File: src/rtl/mips_mem_pkg.sv
// Shared types and constants for the MIPS32 unified-memory arbiter.
package mips_mem_pkg;

  localparam int AW_DEF = 10;
  localparam int DW_DEF = 32;

  // HLT opcode word of the core; kept here so stage logic and the arbiter
  // agree on what a halting fetch looks like.
  localparam logic [31:0] INSTR_HALT = 32'hfc000000;

  // Arbiter FSM encoding (also visible on dbg_state).
  localparam logic [1:0] S_IDLE  = 2'd0;
  localparam logic [1:0] S_ISSUE = 2'd1;
  localparam logic [1:0] S_WAIT  = 2'd2;
  localparam logic [1:0] S_DONE  = 2'd3;

  // Which stage owns the transaction currently in flight.
  typedef enum logic [1:0] {
    OWN_NONE = 2'd0,
    OWN_IF   = 2'd1,
    OWN_DM   = 2'd2
  } owner_e;

endpackage

File: src/rtl/mips_arb_pick.sv
// Priority picker: data stage normally wins, but instruction fetch gets a
// turn once the data stage has won MAX_STREAK times in a row while fetch
// waited. Also produces the next value of the streak counter.
module mips_arb_pick #(
  parameter int MAX_STREAK = 4,
  parameter int SW         = 3
) (
  input  logic          idle,
  input  logic          halted,
  input  logic          if_req,
  input  logic          dm_req,
  input  logic [SW-1:0] streak,
  output logic          if_win,
  output logic          dm_win,
  output logic [SW-1:0] streak_nxt
);

  logic if_turn;

  // Winner selection and streak bookkeeping; grants only exist while idle.
  always_comb begin
    if_turn    = (streak == SW'(MAX_STREAK));
    if_win     = idle & if_req & ~halted & (~dm_req | if_turn);
    dm_win     = idle & dm_req & ~if_win;
    streak_nxt = streak;
    if (!if_req || if_win) begin
      streak_nxt = '0;
    end else if (dm_win && !if_turn) begin
      streak_nxt = streak + SW'(1);
    end
  end

endmodule

File: src/rtl/mips_mem_arbiter.sv
// Single-port memory arbiter shared by instruction fetch (read-only) and the
// data stage (load/store). One transaction in flight, IDLE->ISSUE->WAIT->DONE.
//
// Handshake: a requester raises <stage>_req and holds addr/we/wdata stable
// until <stage>_gnt is seen high in the same cycle (gnt is combinational and
// only possible in IDLE); the transfer is accepted on that clock edge. The
// result comes back as a single-cycle <stage>_rvalid with <stage>_rdata.
// Toward memory, mem_req is a one-cycle strobe and mem_rvalid is accepted
// only in WAIT; anything arriving at another time is a stale response.
module mips_mem_arbiter
  import mips_mem_pkg::*;
#(
  parameter int AW         = AW_DEF,
  parameter int DW         = DW_DEF,
  parameter int MAX_STREAK = 4,
  parameter int TIMEOUT    = 15
) (
  input  logic          clk1,
  input  logic          rst_n,
  input  logic          halted,
  input  logic          if_req,
  input  logic [AW-1:0] if_addr,
  output logic          if_gnt,
  output logic          if_rvalid,
  output logic [DW-1:0] if_rdata,
  input  logic          dm_req,
  input  logic          dm_we,
  input  logic [AW-1:0] dm_addr,
  input  logic [DW-1:0] dm_wdata,
  output logic          dm_gnt,
  output logic          dm_rvalid,
  output logic [DW-1:0] dm_rdata,
  output logic          mem_req,
  output logic          mem_we,
  output logic [AW-1:0] mem_addr,
  output logic [DW-1:0] mem_wdata,
  input  logic          mem_rvalid,
  input  logic [DW-1:0] mem_rdata,
  output logic          stall_if,
  output logic          stall_dm,
  output logic          bus_err,
  output logic [1:0]    dbg_state
);

  localparam int SW = $clog2(MAX_STREAK + 1);
  localparam int TW = $clog2(TIMEOUT + 1);

  logic [1:0]    state;
  logic [1:0]    state_nxt;
  owner_e        owner;
  logic [SW-1:0] streak;
  logic [SW-1:0] streak_nxt;
  logic [TW-1:0] timer;
  logic          idle;
  logic          if_win;
  logic          dm_win;
  logic          resp;
  logic          timed_out;

  // Gated with rst_n so nothing is granted while reset is held.
  assign idle = rst_n & (state == S_IDLE);

  mips_arb_pick #(
    .MAX_STREAK (MAX_STREAK),
    .SW         (SW)
  ) u_pick (
    .idle       (idle),
    .halted     (halted),
    .if_req     (if_req),
    .dm_req     (dm_req),
    .streak     (streak),
    .if_win     (if_win),
    .dm_win     (dm_win),
    .streak_nxt (streak_nxt)
  );

  // Grant, stall, strobe and response routing outputs.
  always_comb begin
    resp      = (state == S_WAIT) & mem_rvalid;
    timed_out = (state == S_WAIT) & ~mem_rvalid & (timer == TW'(TIMEOUT));
    if_gnt    = if_win;
    dm_gnt    = dm_win;
    stall_if  = rst_n & if_req & ~if_win;
    stall_dm  = rst_n & dm_req & ~dm_win;
    mem_req   = (state == S_ISSUE);
    bus_err   = timed_out;
    if_rvalid = (resp | timed_out) & (owner == OWN_IF);
    dm_rvalid = (resp | timed_out) & (owner == OWN_DM);
    if_rdata  = (resp && owner == OWN_IF) ? mem_rdata : '0;
    dm_rdata  = (resp && owner == OWN_DM && !mem_we) ? mem_rdata : '0;
    dbg_state = state;
  end

  // Next-state logic for the transaction sequencer.
  always_comb begin
    state_nxt = state;
    case (state)
      S_IDLE:  if (if_win || dm_win) state_nxt = S_ISSUE;
      S_ISSUE: state_nxt = S_WAIT;
      S_WAIT:  if (resp || timed_out) state_nxt = S_DONE;
      default: state_nxt = S_IDLE;
    endcase
  end

  // State, owner, latched request fields, streak counter and WAIT timer.
  always_ff @(posedge clk1 or negedge rst_n) begin
    if (!rst_n) begin
      state     <= S_IDLE;
      owner     <= OWN_NONE;
      streak    <= '0;
      timer     <= '0;
      mem_we    <= 1'b0;
      mem_addr  <= '0;
      mem_wdata <= '0;
    end else begin
      state  <= state_nxt;
      streak <= streak_nxt;
      if (if_win || dm_win) begin
        owner     <= if_win ? OWN_IF : OWN_DM;
        mem_we    <= dm_win & dm_we;
        mem_addr  <= if_win ? if_addr : dm_addr;
        mem_wdata <= dm_win ? dm_wdata : '0;
      end else if (state == S_DONE) begin
        owner <= OWN_NONE;
      end
      if (state == S_ISSUE) begin
        timer <= '0;
      end else if (state == S_WAIT && !resp && !timed_out) begin
        timer <= timer + TW'(1);
      end
    end
  end

endmodule

File: config.mk
export PLATFORM = sky130hd
export DESIGN_NAME = mips_mem_arbiter
export DESIGN_NICKNAME = d
export VERILOG_FILES = /design/src/rtl/mips_mem_pkg.sv /design/src/rtl/mips_arb_pick.sv /design/src/rtl/mips_mem_arbiter.sv
export SDC_FILE = /design/constraint.sdc
export NUM_CORES = 1
export LEC_CHECK = 0
export CORE_MARGIN = 2
export CORE_UTILIZATION = 34
export DETAILED_ROUTE_END_ITERATION = 8
export GPL_ROUTABILITY_DRIVEN = 1
export PLACE_DENSITY_LB_ADDON = 0.12
export SETUP_SLACK_MARGIN = 0.1
export SLEW_MARGIN = 10
export SYNTH_ARGS = -nofsm -noshare
export SYNTH_HDL_FRONTEND = slang
export SYNTH_HIERARCHICAL = 1
export SYNTH_SLANG_ARGS = --single-unit
File: constraint.sdc
create_clock -name clk1 -period 2.38 [get_ports clk1]
set_input_delay 0.357 -clock clk1 [delete_from_list [all_inputs] [get_ports clk1]]
set_output_delay 0.357 -clock clk1 [all_outputs]
set_load 0.02 [all_outputs]
==> impl_metrics.tcl <==
set metrics [dict create \
    path_cells "inv_1 > buf_4 > ha_4 > nand2_4 > nor2_4 > clkbuf_16 > and2_1 > buf_2" \
    drt-total-wl_um 9740 \
    crit_family "buffers and inverters" \
    synth_nets 365 \
    fin_crit_ns 2.22 \
    layout_common_cells "clkdlybuf4s50_1 (135), and2_1 (63), dfrtp_1 (52)" \
    vias 2862 \
    hold_class "in -> async" \
    grt-ovfl-total 0 \
    status "completed" \
    placementRows 33 \
    wire_per_inst_um 16.3 \
    syn-mean-instance-area_sq_um 10.5 \
    htree_levels 2 \
    final_nets 591 \
    ys.flop_type "dfrtp_1" \
    hold_violations 0 \
    peakVddDrop_uv 562 \
    area_growth_pct 82.0 \
    fmax_mhz 451 \
    grt_use_total_pct 19.8 \
    tightest_slew_ns 0.388 \
    drtIter0Drc 72 \
    hpwl_um 7180 \
    die_h_um 94.7 \
    multi_input_area_sq_mm 0.00137 \
    rsz0062_at_grt "no" \
    crit_arrival_ns 1.86 \
    p_total_mw 4.50 \
    dieArea_sq_mm 0.00897 \
    cts_buffers 5 \
    clockBufferDepth 2 \
    setup_violations 0 \
    gp_congestion 0.730 \
    cp-start-kind "flop" \
    relSlewSlack_pct 74.1 \
    clock-skew-final_ns 0.00746 \
    viasPerCell 4.79 \
    cap_violations 0 \
    core_area_sq_mm 0.00809 \
    insertion_delay_ns 0.30 \
    required_ns 2.02 \
    whs_ns 0.0755 \
    mostFrequentLayoutCell "clkdlybuf4s50_1" \
    clkTransAtPathRegs_ns 0.09 \
    antenna_left 0 \
    swShare_pct 38.0 \
    grt_pass1_vias 2794 \
    synth_edf_count 0 \
    drv_slew 0 \
    powerDensity_mw_per_mm2 885 \
    crit_path_end_kind "output pin" \
    postCtsHoldBufs 0 \
    fin_crit_sh_pct 93.1 \
    die_x_um 94.7 \
    postSynthCellCount 267 \
    cts_root_buf "clkbuf_8" \
    cp_slowest_cell "dfrtp_2" \
    p_leak_nw 2.40 \
    worst-setup-path-type "reg -> out" \
    syn_area_sq_mm 0.00280 \
    io_pins 208 \
    grt_pass1_wl_um 13900 \
    drc 0 \
    ys_ff_latch 54 \
    yosysSeqAreaShare_pct 48.3 \
    fill_cells 708 \
    switchingPower_mw 1.71 \
    p_int_mw 2.79 \
    cpPeakStageDelay_ns 0.41 \
    start_util_pct 34.6 \
    clock_sinks 54 \
    yosysUniqueCellTypes 36 \
    async_reset_ff_share_pct 100 \
    cts_tree "yes" \
    antennaDiodeCount 0 \
    grt_max_degree 34 \
    antenna_found_initial 0 \
    yosys_warnings 6 \
    cp_max_fo 8 \
    io_buffers 207 \
    p_clk_share_pct 11.1 \
    critPathBufInv 4 \
    sequentialPowerShare_pct 33.8 \
    first_pass_iters 4 \
    drive_above_1_share_pct 24.5 \
    regArea_sq_mm 0.00135 \
    combPwrFrac_pct 55.0 \
]
## final timing paths
path                            slack (ns)  cells past startpoint            end     startpoint
worst min-delay path                  0.08                      2    mem_addr[0]          rst_n
worst max register to register        0.22                     11   dbg_state[1]   dbg_state[1]
worst max-delay path                  0.16                      8   if_rdata[23]   dbg_state[0]
min in group clk1                     0.50                      1  mem_wdata[29]  mem_wdata[29]
max in group asynchronous             1.58                      3   dbg_state[0]          rst_n
worst min register to register        0.50                      1  mem_wdata[29]  mem_wdata[29]
## metrics by stage
step	instances	area (sq um)	worst slack (ns)	util, %	TNS (ns)
2_1_floorplan	267	2800	0.0367	-	0
3_3_place_gp	585	5110	-0.113	63.2	-2.62
3_5_place_dp	585	5110	-0.137	63.2	-4.22
4_1_cts	595	5150	0.0846	63.6	0
5_1_grt	598	5090	0.0799	62.9	0
6_report	598	5090	0.165	62.9	0
## area by class of cell
| type | instances | area share, % |
|---|---|---|
| clock buffer | 5 | 1.35 |
| clock inverter | 2 | 0.270 |
| inverter | 7 | 0.516 |
| multi-input combinational | 190 | 26.9 |
| sequential | 54 | 26.6 |
| tap | 105 | 2.58 |
| timing repair buffer | 235 | 41.8 |
## cell usage after synthesis, drive strengths merged, types with 7 or more instances
cell type | number | area [sq um]
buf | 13 | 88.8
nor2 | 7 | 33.8
mux2i | 11 | 110
ha | 7 | 87.6
o21ai | 17 | 85.1
a22o | 33 | 289
and2 | 67 | 422
a21oi | 7 | 35.0
inv | 7 | 26.3
dfrtp | 54 | 1350
nand2 | 13 | 51.3
## per-layer routing
layer  vias to the layer above  wire, um  global-route usage [%]
met5                         -         0                       0
met2                       128      5060                    36.2
li1                       1372         -                       -
met4                         0        61                    4.47
met1                      1358      3640                    21.9
met3                         4       985                    7.18
## what timing repair did
item                                    4_1_cts  5_1_grt
cloned                                        1        3
endpoints found under the setup margin       71       69
pin swaps                                     1        2
resized for setup                           260       60
buffers inserted                              2        0
## power groups by stage
stage	clock [mW]	combinational [mW]	sequential (mW)
2_1_floorplan	0	0.752	1.94
3_3_place_gp	0	2.41	1.52
3_5_place_dp	0	2.46	1.53
4_1_cts	0.527	2.46	1.52
5_1_grt	0.559	2.65	1.57
6_report	0.502	2.48	1.52
## worst register-to-register path, delay by kind of cell, from the launching register on
family / cells / cell delay [ns]
mux: 1 / 0.35
compound gates: 2 / 0.32
simple gates: 3 / 0.30
buf+inv: 4 / 0.49
flops: 1 / 0.41
fa+ha+maj: 1 / 0.16
## flip-flops by register name, indices dropped and copies added, names as in the netlist
name	flops
dbg_state	2
mem_addr	10
mem_wdata	32
mem_we	1
owner	2
streak	3
timer	4
## kinds of logic after synthesis
group / share of synthesized area, %
AND/OR/NAND/NOR: 23.5
AO/OA/AOI/OAI: 16.2
flip-flops: 48.3
buffers and inverters: 4.52
multiplexers: 4.34
adder cells (fa/ha/maj): 3.13
(Power assumes the default switching activity.)
